`config.mk`:
```
export PLATFORM = sky130hd
export DESIGN_NAME = csr_arbiter
export DESIGN_NICKNAME = d
export VERILOG_FILES = /design/src/rtl/core_config_pkg.sv /design/src/rtl/csr_arbiter.sv
export SDC_FILE = /design/constraint.sdc
export NUM_CORES = 1
export LEC_CHECK = 0
export BUFFER_PORTS_ARGS = -buffer_cell sky130_fd_sc_hd__clkbuf_2
export CORE_AREA = 2 2 108 110
export DETAILED_ROUTE_END_ITERATION = 6
export DIE_AREA = 0 0 110 112
export GPL_TIMING_DRIVEN = 0
export PLACE_DENSITY = 0.62
export SYNTH_ARGS = -nofsm -noshare
export SYNTH_HDL_FRONTEND = slang
export SYNTH_SLANG_ARGS = --single-unit
```
`constraint.sdc`:
```
create_clock -name clk -period 4.5 [get_ports clk]
set_input_delay 0.9 -clock clk [delete_from_list [all_inputs] [get_ports clk]]
set_output_delay 0.9 -clock clk [all_outputs]
set_load 0.005 [all_outputs]
```
`src/rtl/core_config_pkg.sv`:
```
// Shared core configuration: datapath widths and the CSR arbiter state encoding.
package core_config_pkg;

  localparam int unsigned XLEN       = 32;
  localparam int unsigned CSR_ADDR_W = 12;

  typedef enum logic [1:0] {
    IDLE = 2'd0,
    CORE = 2'd1,
    TRAP = 2'd2
  } arb_state_t;

endpackage

```
`src/rtl/csr_arbiter.sv`:
```
// Two-requester (core / trap) arbiter for the single CSR file port, with
// starvation protection for the core and a bounded hold time per grant.
module csr_arbiter
  import core_config_pkg::*;
#(
  parameter int unsigned STARVE_LIMIT = 4,
  parameter int unsigned HOLD_MAX     = 16
) (
  input  logic                  clk,
  input  logic                  rst,
  input  logic                  core_req,
  input  logic                  core_we,
  input  logic [CSR_ADDR_W-1:0] core_ra,
  input  logic [CSR_ADDR_W-1:0] core_wa,
  input  logic [XLEN-1:0]       core_wd,
  output logic                  core_gnt,
  output logic [XLEN-1:0]       core_rd,
  output logic                  core_err,
  input  logic                  trap_req,
  input  logic                  trap_we,
  input  logic [CSR_ADDR_W-1:0] trap_ra,
  input  logic [CSR_ADDR_W-1:0] trap_wa,
  input  logic [XLEN-1:0]       trap_wd,
  output logic                  trap_gnt,
  output logic [XLEN-1:0]       trap_rd,
  output logic                  trap_err,
  output logic [CSR_ADDR_W-1:0] csr_ra,
  output logic [CSR_ADDR_W-1:0] csr_wa,
  output logic                  csr_we,
  output logic [XLEN-1:0]       csr_wd,
  input  logic [XLEN-1:0]       csr_rd,
  input  logic                  csr_err,
  output logic                  timeout
);

  localparam int unsigned STARVE_W = $clog2(STARVE_LIMIT + 1);
  localparam int unsigned HOLD_W   = $clog2(HOLD_MAX + 1);
  localparam logic [STARVE_W-1:0] STARVE_TOP = STARVE_W'(STARVE_LIMIT);
  localparam logic [HOLD_W-1:0]   HOLD_LAST  = HOLD_W'(HOLD_MAX - 1);

  arb_state_t            state_q, state_d;
  logic [STARVE_W-1:0]   starve_cnt_q, starve_cnt_d;
  logic [HOLD_W-1:0]     hold_cnt_q, hold_cnt_d;
  logic                  core_blk_q, core_blk_d;
  logic                  trap_blk_q, trap_blk_d;

  logic core_eff;
  logic trap_eff;
  logic granted;
  logic owner_req;
  logic hold_expired;
  logic timeout_c;

  always_ff @(posedge clk) begin
    if (rst) begin
      state_q      <= IDLE;
      starve_cnt_q <= '0;
      hold_cnt_q   <= '0;
      core_blk_q   <= 1'b0;
      trap_blk_q   <= 1'b0;
    end else begin
      state_q      <= state_d;
      starve_cnt_q <= starve_cnt_d;
      hold_cnt_q   <= hold_cnt_d;
      core_blk_q   <= core_blk_d;
      trap_blk_q   <= trap_blk_d;
    end
  end

  // A requester blocked by a previous timeout is invisible to arbitration.
  always_comb begin
    core_eff     = core_req & ~core_blk_q;
    trap_eff     = trap_req & ~trap_blk_q;
    granted      = (state_q == CORE) || (state_q == TRAP);
    owner_req    = 1'b0;
    if (state_q == CORE) owner_req = core_req;
    if (state_q == TRAP) owner_req = trap_req;
    hold_expired = (hold_cnt_q == HOLD_LAST);
    // Owner releasing in its final cycle counts as a release, not a timeout.
    timeout_c    = granted & owner_req & hold_expired;
  end

  always_comb begin
    state_d = state_q;
    case (state_q)
      IDLE: begin
        if (trap_eff && core_eff)
          state_d = (starve_cnt_q == STARVE_TOP) ? CORE : TRAP;
        else if (trap_eff)
          state_d = TRAP;
        else if (core_eff)
          state_d = CORE;
        else
          state_d = IDLE;
      end
      CORE: begin
        if (!core_req)
          state_d = trap_eff ? TRAP : IDLE;
        else if (hold_expired)
          state_d = IDLE;
        else
          state_d = CORE;
      end
      TRAP: begin
        if (!trap_req)
          state_d = core_eff ? CORE : IDLE;
        else if (hold_expired)
          state_d = IDLE;
        else
          state_d = TRAP;
      end
      default: state_d = IDLE;
    endcase
  end

  always_comb begin
    starve_cnt_d = starve_cnt_q;
    if ((state_d == CORE) && (state_q != CORE))
      starve_cnt_d = '0;
    else if (core_req && (state_q != CORE) && (starve_cnt_q != STARVE_TOP))
      starve_cnt_d = starve_cnt_q + STARVE_W'(1);

    hold_cnt_d = hold_cnt_q;
    if ((state_d != IDLE) && (state_d != state_q))
      hold_cnt_d = '0;
    else if (granted)
      hold_cnt_d = hold_cnt_q + HOLD_W'(1);

    core_blk_d = core_blk_q;
    if (!core_req)
      core_blk_d = 1'b0;
    else if (timeout_c && (state_q == CORE))
      core_blk_d = 1'b1;

    trap_blk_d = trap_blk_q;
    if (!trap_req)
      trap_blk_d = 1'b0;
    else if (timeout_c && (state_q == TRAP))
      trap_blk_d = 1'b1;
  end

  always_comb begin
    core_gnt = (state_q == CORE);
    trap_gnt = (state_q == TRAP);
    timeout  = timeout_c & ~rst;
    csr_ra   = '0;
    csr_wa   = '0;
    csr_wd   = '0;
    csr_we   = 1'b0;
    core_rd  = '0;
    core_err = 1'b0;
    trap_rd  = '0;
    trap_err = 1'b0;
    case (state_q)
      CORE: begin
        csr_ra   = core_ra;
        csr_wa   = core_wa;
        csr_wd   = core_wd;
        csr_we   = core_we & core_req & ~timeout_c;
        core_rd  = csr_rd;
        core_err = csr_err;
      end
      TRAP: begin
        csr_ra   = trap_ra;
        csr_wa   = trap_wa;
        csr_wd   = trap_wd;
        csr_we   = trap_we & trap_req & ~timeout_c;
        trap_rd  = csr_rd;
        trap_err = csr_err;
      end
      default: ;
    endcase
  end

endmodule

```
; ---- After elaboration in Yosys (flattened, before gate mapping)
; Cells that the tools add are included.
[classes]
bitwise_logic = 15
eq_ne = 8
n_reduce_logical = 14
add_sub_neg = 2
mux = 20
[ops]
columns = cell, count
row1 = 2-to-1 mux 32 bit, 2
row2 = one-hot mux 32 bit (2 select lines), 1
row3 = one-hot mux 12 bit (2 select lines), 2
row4 = 2-to-1 mux 2 bit, 7
row5 = bitwise AND 1 bit, 9
row6 = OR reduction 2 bit, 4
row7 = logical AND 1 bit, 7
row8 = 2-to-1 mux 1 bit, 6
row9 = inverter 1 bit, 6
row10 = one-hot mux 2 bit (3 select lines), 1
row11 = adder 5 x 1 -> 5 bit (second input constant), 1
row12 = equality test 5 x 4 -> 1 bit (second input constant), 1
row13 = equality test 2 x 1 -> 1 bit (second input constant), 2
row14 = adder 3 x 1 -> 3 bit (second input constant), 1
row15 = equality test 3 bit (second input constant), 1
row16 = inequality test 3 bit (second input constant), 1
row17 = equality test 2 bit (second input constant), 1
row18 = logical NOT 2 bit, 1
row19 = inequality test 2 x 1 -> 1 bit (second input constant), 1
row20 = inequality test 2 bit, 1
row21 = one-hot mux 1 bit (2 select lines), 1
row22 = nonzero test 2 bit, 1
row23 = logical OR 1 bit, 1
[totals]
output_inout_bits = 126
wordCells = 64
regBits = 12
input_bits = 151

; ---- Depth between registers and ports, before layout
; Gate-level depths: netlist of the first run.
[depth]
depth_word = 9
mapped_depth = 8

; ---- Worst setup path after synthesis of the first run
; OpenSTA, ideal clock, no wires.
[synth_path]
kind = register to output
start = register state_q[0]
end = output port csr_we
setup_slack_ns = 2.033
t_arrival_ns = 1.567
path_buffers = 2
path_stages_with_launch = 8
t_required_ns = 3.600
path_cell_list = dfxtp_1 -> inv_1 -> ha_1 -> clkbuf_1 -> clkbuf_1 -> nand3_1 -> o21ai_1 -> and3_1
[synth_via]
elab_cells_between_ends = 11
cone_classes = eq/ne (2) / mux (3) / bitwise (5) / reduce/logical (1)
[synth_lines]
columns = item, line_no
row1 = from (decl), csr_arbiter.sv:41  ; arb_state_t state_q, state_d;
row2 = from (signal assigned), csr_arbiter.sv:62  ; state_q <= state_d;
row3 = equality test 2 bit (*), -
row4 = net trap_gnt, csr_arbiter.sv:24  ; output logic trap_gnt,
row5 = 2-to-1 mux 1 bit / logical OR 1 bit (equally long branches), "csr_arbiter.sv:77, csr_arbiter.sv:74"
row6 = bitwise AND 1 bit (2 in a row), csr_arbiter.sv:80  ; timeout_c = granted & owner_req & hold_expired;
row7 = inverter 1 bit, "csr_arbiter.sv:159, csr_arbiter.sv:167"
row8 = "bitwise AND 1 bit, on equally long branches", "csr_arbiter.sv:167, csr_arbiter.sv:159"
row9 = one-hot mux 1 bit (2 select lines) (*), csr_arbiter.sv:154  ; case (state_q)
row10 = to (decl), csr_arbiter.sv:29  ; output logic csr_we,
; The timed path passes the listed nets; every way through them passes the cells marked *.

; ---- Final worst setup path of the first run
[layout_path]
start = register state_q[0]
end = output port csr_we
[layout_via]
elab_chain_cells = 8
elab_cells_between_ends = 11
cone_classes = eq/ne (2) / mux (3) / bitwise (5) / reduce/logical (1)
[layout_rtl]
columns = item, line_no
row1 = equality test 2 x 1 -> 1 bit, "csr_arbiter.sv:74, csr_arbiter.sv:76, csr_arbiter.sv:154"
row2 = 2-to-1 mux 1 bit, csr_arbiter.sv:76  ; if (state_q == CORE) owner_req = core_req;
row3 = 2-to-1 mux 1 bit, csr_arbiter.sv:77  ; if (state_q == TRAP) owner_req = trap_req;
row4 = bitwise AND 1 bit (2 in a row), csr_arbiter.sv:80
row5 = inverter 1 bit, "csr_arbiter.sv:159, csr_arbiter.sv:167"
row6 = "bitwise AND 1 bit, on equally long branches", "csr_arbiter.sv:167, csr_arbiter.sv:159"
row7 = one-hot mux 1 bit (2 select lines) (*), csr_arbiter.sv:154
; Mark *: on every way between the ends. The rest lies on a longest branch, timed or not.

==> results.yml, run 1 <==
outcome:
  outcome: "completed"
detailed_routing:
  dr_total_vias: 3060
  antenna_left: 0
  vias_per_cell: 4.30
  drt_wl_total_um: 9880
  wl_per_cell_um: 13.9
  detailedRoute.firstIterationViolations: 162
  drtPass1Iterations: 4
  drc_errors: 0
power_and_ir_drop:
  cellInternalPower_mw: 0.377
  seqPwrFrac_pct: 20.4
  clkPwrFrac_pct: 28.1
  leakagePower_nw: 1.90
  swShare_pct: 34.1
  p_per_area_nw_per_um2: 155
  combPwrFrac_pct: 51.6
  fin_total_pwr_mw: 0.573
  power.switching_mw: 0.195
  irDropWorstVdd_v: 0.000186
sta:
  rsz0062_at_grt: "false"
  clock_skew_ps: 1.18
  fin_hold_ws_ps: 550
  setup_viol: 0
  layout_setup_ws_ps: 1050
  fmax_ghz: 0.290
  hold_viol_final: 0
  finalCritPeriodShare_pct: 76.6
  timing.final.crit_period_ps: 3450
  drv_slew: 0
  worst_pin_slew_ps: 619
  tns_ps: 0
  slew-limit-headroom_pct: 58.7
floorplan:
  core_um2: 11200
  initial_core_util_pct: 18.4
  fp.dieH_um: 112
  die_width_um: 110
  dieArea_um2: 12300
  ios: 277
  num_rows: 39
grt:
  gr-total-overflow: 0
  grt_max_degree: 11
  grt_usage_pct: 14.7
  grt_pass1_wl_um: 14600
  grt_pass1_vias: 2749
  antenna_found_initial: 1
cts:
  htreeDepth: 1
  clock_sinks: 12
  clk_latency_ps: 240
  cts_tree: "built"
  cts-buffers-inserted: 3
  cts-root-buf: "clkbuf_16"
  cts_resized: 0
  clk_path_buf_depth: 2
  clkSlewWorstSetupHoldPaths_ps: 40
  postCtsSetupBuffers: 0
  holdBufCountCts: 0
setup_path:
  start_kind: "flip-flop"
  crit_fanout: 10
  arrival_ps: 2550
  worst_setup_path_end_kind: "output pin"
  cp_slowest_cell: "clkbuf_1"
  required_ps: 3600
  critical_path_class: "flip-flop to output pin"
  critical_path.max_stage_delay_ps: 510
  worst_path_most_repeated_cell: "clkbuf_1"
  path_cells: "inv_1 -> ha_1 -> clkbuf_1 -> clkbuf_1 -> nand3_1 -> o21ai_1 -> and3_1 -> clkbuf_2"
layout:
  fin_area_um2: 3690
  fillers: 1232
  drive_gt1_share_pct: 49.9
  seqCellArea_um2: 240
  final_util_pct: 33.0
  fin_nets: 728
  areaGrowthSynthToFinish_pct: 79.2
  fin_cells: 712
  multi_input_area_um2: 1680
synthesis:
  ys_top_cells_by_count: "and2_1, nor2b_1, a22oi_1, clkbuf_1, dfxtp_1"
  synthArstFlopShare_pct: 0
  yosysMostFrequentCell: "and2_1"
  syn_area_um2: 2060
  yosysSeqAreaShare_pct: 11.7
  synth_nets: 449
  synth-edff-count: 0
  synth_top_area_share_pct: 20.4
  synth_seq_cells: 12
  yosysWarnings: 0
  synth_cells: 290
  synth_largest_area_cell: "a22oi_1"
  syn_area_per_cell_um2: 7.10
  synth-main-ff-cell: "dfxtp_1"
  ys_top_cells_by_area: "a22oi_1, and2_1, nor2b_1, dfxtp_1, clkbuf_1"
  synth.distinct_cells: 33
flow_run:
  cap_violations: 0
placed_design:
  post-place-ws_ps: 1190
  dp.cells: 707
  placed_area_um2: 3610
  hpwl_um: 8360
  io_buffers: 274
  place_congestion: 0.809
min_path:
  hold_class: "flip-flop to flip-flop"
==> final cells by class <==
type | count | area share [%]
Antenna cell | 2 | 0.136
Buffer | 29 | 3.05
Clock buffer | 3 | 2.03
Inverter | 8 | 0.814
Multi-Input combinational cell | 241 | 45.4
Sequential cell | 12 | 6.51
Tap cell | 143 | 4.85
Timing Repair Buffer | 274 | 37.2
==> cells by family (layout without fill, tap and decap cells) <==
logic type	Yosys count	after routing	share of synthesized area (%)
simple gates	157	157	46.6
compound gates	69	69	26.9
buf+inv	37	314	6.93
flops	12	12	11.7
fa+ha+maj	8	8	4.86
xor+xnor	5	5	2.13
mux	2	2	0.972
other cells	0	2	0
==> flip-flops by register name, summed over array words and instances, names as in the netlist <==
signal        cells
starve_cnt_q      3
state_q           2
trap_blk_q        1
core_blk_q        1
hold_cnt_q        5
==> power groups by stage <==
| stage | clock, mW | sequential [mW] | combinational [mW] |
|---|---|---|---|
| after floorplan | 0 | 0.117 | 0.151 |
| after global placement | 0 | 0.118 | 0.297 |
| after detailed placement | 0 | 0.119 | 0.296 |
| after CTS | 0.162 | 0.117 | 0.298 |
| after global routing | 0.167 | 0.118 | 0.330 |
| final | 0.161 | 0.117 | 0.295 |
==> cell usage in the layout (no fill, tap or decap) <==
cell type,Yosys,layout
clkbuf_2,0,274
and2_1,67,67
nor2b_1,58,58
a22oi_1,56,56
clkbuf_1,27,27
dfxtp_1,12,12
inv_1,8,8
nor3_1,8,8
ha_1,8,8
nand2_1,5,5
nor2_1,5,5
and3_1,3,3
o21ai_1,3,3
xor2_1,3,3
clkbuf_16,0,3
diode_2,0,2
nand3_1,2,2
nand4b_1,2,2
nor3b_1,2,2
o211ai_1,2,2
nand2b_1,2,2
mux2i_1,2,2
xnor2_1,2,2
buf_1,1,1
buf_4,1,1
a311oi_2,1,1
nor3b_2,1,1
a311oi_1,1,1
o22a_4,1,1
nand4_1,1,1
o21ai_0,1,1
a211oi_2,1,1
a2111oi_4,1,1
a41o_1,1,1
a31oi_1,1,1
nand3b_1,1,1
==> critical path: cells and delay by family, from the launching register on <==
kind,cells,cell delay (ps)
AND/OR/NAND/NOR,2,310
buffers and inverters,4,1220
AO/OA/AOI/OAI,1,90
flip-flops,1,350
adder cells (fa/ha/maj),1,330
==> layer usage <==
layer / wire length [um] / global-route usage (%) / up-vias / share of wire, %
li1: - / - / 1574 / -
met2: 4810 / 24.5 / 114 / 49
met1: 4280 / 20.5 / 1365 / 43
met3: 709 / 1.81 / 7 / 7.2
met4: 86 / 2.53 / 0 / 0.87
met5: 0 / 0 / - / 0
==> final timing paths <==
check,from,to,slack [ps],cells after the start
worst max-delay path,state_q[0]$_SDFF_PP0_,csr_we,1050,8
worst min-delay path,hold_cnt_q[1]$_SDFFE_PP0P_,hold_cnt_q[1]$_SDFFE_PP0P_,550,2
worst max register to register,state_q[0]$_SDFF_PP0_,starve_cnt_q[1]$_SDFFE_PP0P_,2280,5
worst min register to register,hold_cnt_q[1]$_SDFFE_PP0P_,hold_cnt_q[1]$_SDFFE_PP0P_,550,2
No activity file was read; power rests on OpenSTA's default activity.
==> run 2, diff against run 1 <==
--- a/config.mk
+++ b/config.mk
@@ -6,11 +6,11 @@
 export NUM_CORES = 1
 export LEC_CHECK = 0
 export BUFFER_PORTS_ARGS = -buffer_cell sky130_fd_sc_hd__clkbuf_2
-export CORE_AREA = 2 2 108 110
+export CORE_AREA = 2 2 107 109
 export DETAILED_ROUTE_END_ITERATION = 6
-export DIE_AREA = 0 0 110 112
+export DIE_AREA = 0 0 109 111
 export GPL_TIMING_DRIVEN = 0
-export PLACE_DENSITY = 0.62
+export PLACE_DENSITY = 0.64
 export SYNTH_ARGS = -nofsm -noshare
 export SYNTH_HDL_FRONTEND = slang
 export SYNTH_SLANG_ARGS = --single-unit
==> constraint.sdc (replaced) <==
create_clock -name clk -period 2.81 [get_ports clk]
set_input_delay 0.562 -clock clk [delete_from_list [all_inputs] [get_ports clk]]
set_output_delay 0.562 -clock clk [all_outputs]
set_load 0.005 [all_outputs]
==> results.yml, run 2 (same netlist as run 1, synthesis figures left out) <==
floorplan:
  die_width_um: 109
  num_rows: 39
  ios: 277
  fp.dieH_um: 111
  initial_core_util_pct: 18.6
  core_um2: 11100
  dieArea_um2: 12100
detailed_routing:
  drt_wl_total_um: 10300
  drc_errors: 0
  dr_total_vias: 3163
  vias_per_cell: 4.45
  drtPass1Iterations: 4
  wl_per_cell_um: 14.5
  detailedRoute.firstIterationViolations: 186
  antenna_left: 0
placed_design:
  io_buffers: 274
  placed_area_um2: 3610
  hpwl_um: 8720
  dp.cells: 707
  place_congestion: 0.823
cts:
  clkSlewWorstSetupHoldPaths_ps: 40
  clk_path_buf_depth: 2
  holdBufCountCts: 0
  clk_latency_ps: 240
  cts-root-buf: "clkbuf_16"
  cts-buffers-inserted: 3
  clock_sinks: 12
  htreeDepth: 1
  cts_tree: "built"
power_and_ir_drop:
  irDropWorstVdd_v: 0.000283
  power.switching_mw: 0.316
  cellInternalPower_mw: 0.609
  p_per_area_nw_per_um2: 250
  seqPwrFrac_pct: 20.2
  leakagePower_nw: 1.93
  clkPwrFrac_pct: 27.8
  fin_total_pwr_mw: 0.925
  combPwrFrac_pct: 52.0
  swShare_pct: 34.2
setup_path:
  start_kind: "flip-flop"
  critical_path_class: "flip-flop to output pin"
  crit_family: "buffers and inverters"
  path_cells: "ha_1 -> buf_2 -> clkbuf_2 -> a22oi_1 -> nor2b_1 -> clkbuf_2"
  required_ps: 2250
  crit_fanout: 10
  worst_path_most_repeated_cell: "clkbuf_2"
  arrival_ps: 2090
  cp_slowest_cell: "dfxtp_1"
  critical_path.max_stage_delay_ps: 430
  path_buf_inv: 3
  worst_setup_path_end_kind: "output pin"
layout:
  fin_cells: 710
  final_common_cell: "clkbuf_2"
  top_register: "hold_cnt_q"
  areaGrowthSynthToFinish_pct: 79.9
  reg.largest.list: "hold_cnt_q x5, starve_cnt_q x3, state_q x2"
  largest_reg_flops: 5
  fillers: 1222
  final_cell_mix: "clkbuf_2, and2_1, nor2b_1"
  fin_nets: 727
  fin_area_um2: 3700
  drive_gt1_share_pct: 52.3
  final_util_pct: 33.4
grt:
  grt_pass1_vias: 2676
  antenna_found_initial: 4
  gr-total-overflow: 0
  grt_pass1_wl_um: 14600
  grt_max_degree: 13
  grt_usage_pct: 15.3
sta:
  worst_pin_slew_ps: 494
  fmax_ghz: 0.377
  timing.final.crit_period_ps: 2650
  tns_ps: 0
  drv_slew: 0
  rsz0062_at_grt: "true"
  slew-limit-headroom_pct: 67.0
  finalCritPeriodShare_pct: 94.4
  setup_viol: 0
  hold_viol_final: 0
  clock_skew_ps: 4.30
outcome:
  outcome: "completed"
flow_run:
  cap_violations: 0
min_path:
  hold_class: "flip-flop to flip-flop"
## run 2: timing repair
item,CTS,global route
setup endpoints to repair,76,48
cloned,0,0
gates resized for setup,9,10
setup buffers,0,0
## run 2: layout make-up
cell class | count | area [um^2] | share of cell area, %
multi-input combinational | 241 | 1680 | 45.4
sequential | 12 | 240 | 6.48
antenna | 1 | 2.50 | 0.0675
inverter | 8 | 30.0 | 0.811
clock buffer | 3 | 75.1 | 2.03
timing repair buffer | 274 | 1370 | 37.0
tap | 143 | 179 | 4.83
buffer | 28 | 125 | 3.38
## run 2: path summary, 6_finish.rpt
| path | slack, ps | start | depth (start not counted) | to |
|---|---|---|---|---|
| max | 160 | state_q[0]$_SDFF_PP0_ | 6 | csr_wd[26] |
| min | 550 | hold_cnt_q[0]$_SDFFE_PP0P_ | 2 | hold_cnt_q[0]$_SDFFE_PP0P_ |
| max reg2reg | 700 | hold_cnt_q[0]$_SDFFE_PP0P_ | 8 | hold_cnt_q[4]$_SDFFE_PP0P_ |
| min reg2reg | 550 | hold_cnt_q[0]$_SDFFE_PP0P_ | 2 | hold_cnt_q[0]$_SDFFE_PP0P_ |
## run 2: power groups by stage
stage | registers [mW] | clock network [mW] | logic (mW)
after floorplan | 0.188 | 0 | 0.242
after global placement | 0.189 | 0 | 0.476
after detailed placement | 0.190 | 0 | 0.476
after CTS | 0.187 | 0.263 | 0.481
after global routing | 0.188 | 0.271 | 0.529
final | 0.187 | 0.257 | 0.481
## run 2: through the flow
step                      hold slack [ps]  setup slack [ps]
after detailed placement              545              -195
after CTS                             551              31.9
after global routing                  581             -31.0
after floorplan                       513               681
after global placement                539              -204
final                                 550               158
## run 2: metal layers
| layer | wire (um) | share of wire (%) | up-vias | global-route usage, % |
|---|---|---|---|---|
| met5 | 41 | 0.40 | - | 0 |
| met4 | 91 | 0.88 | 6 | 2.48 |
| met3 | 966 | 9.4 | 15 | 3.70 |
| met2 | 4970 | 48 | 161 | 26.3 |
| met1 | 4220 | 41 | 1418 | 19.4 |
| li1 | - | - | 1563 | - |
## run 2: worst register-to-register path: stages, from the launching register on
cell and delay [ps]:
dfxtp_1 330, ha_1 210, and3_1 180, ha_1 240, nor2b_1 160, a311oi_2 60
nor3b_2 350, a211oi_2 210, a2111oi_4 280
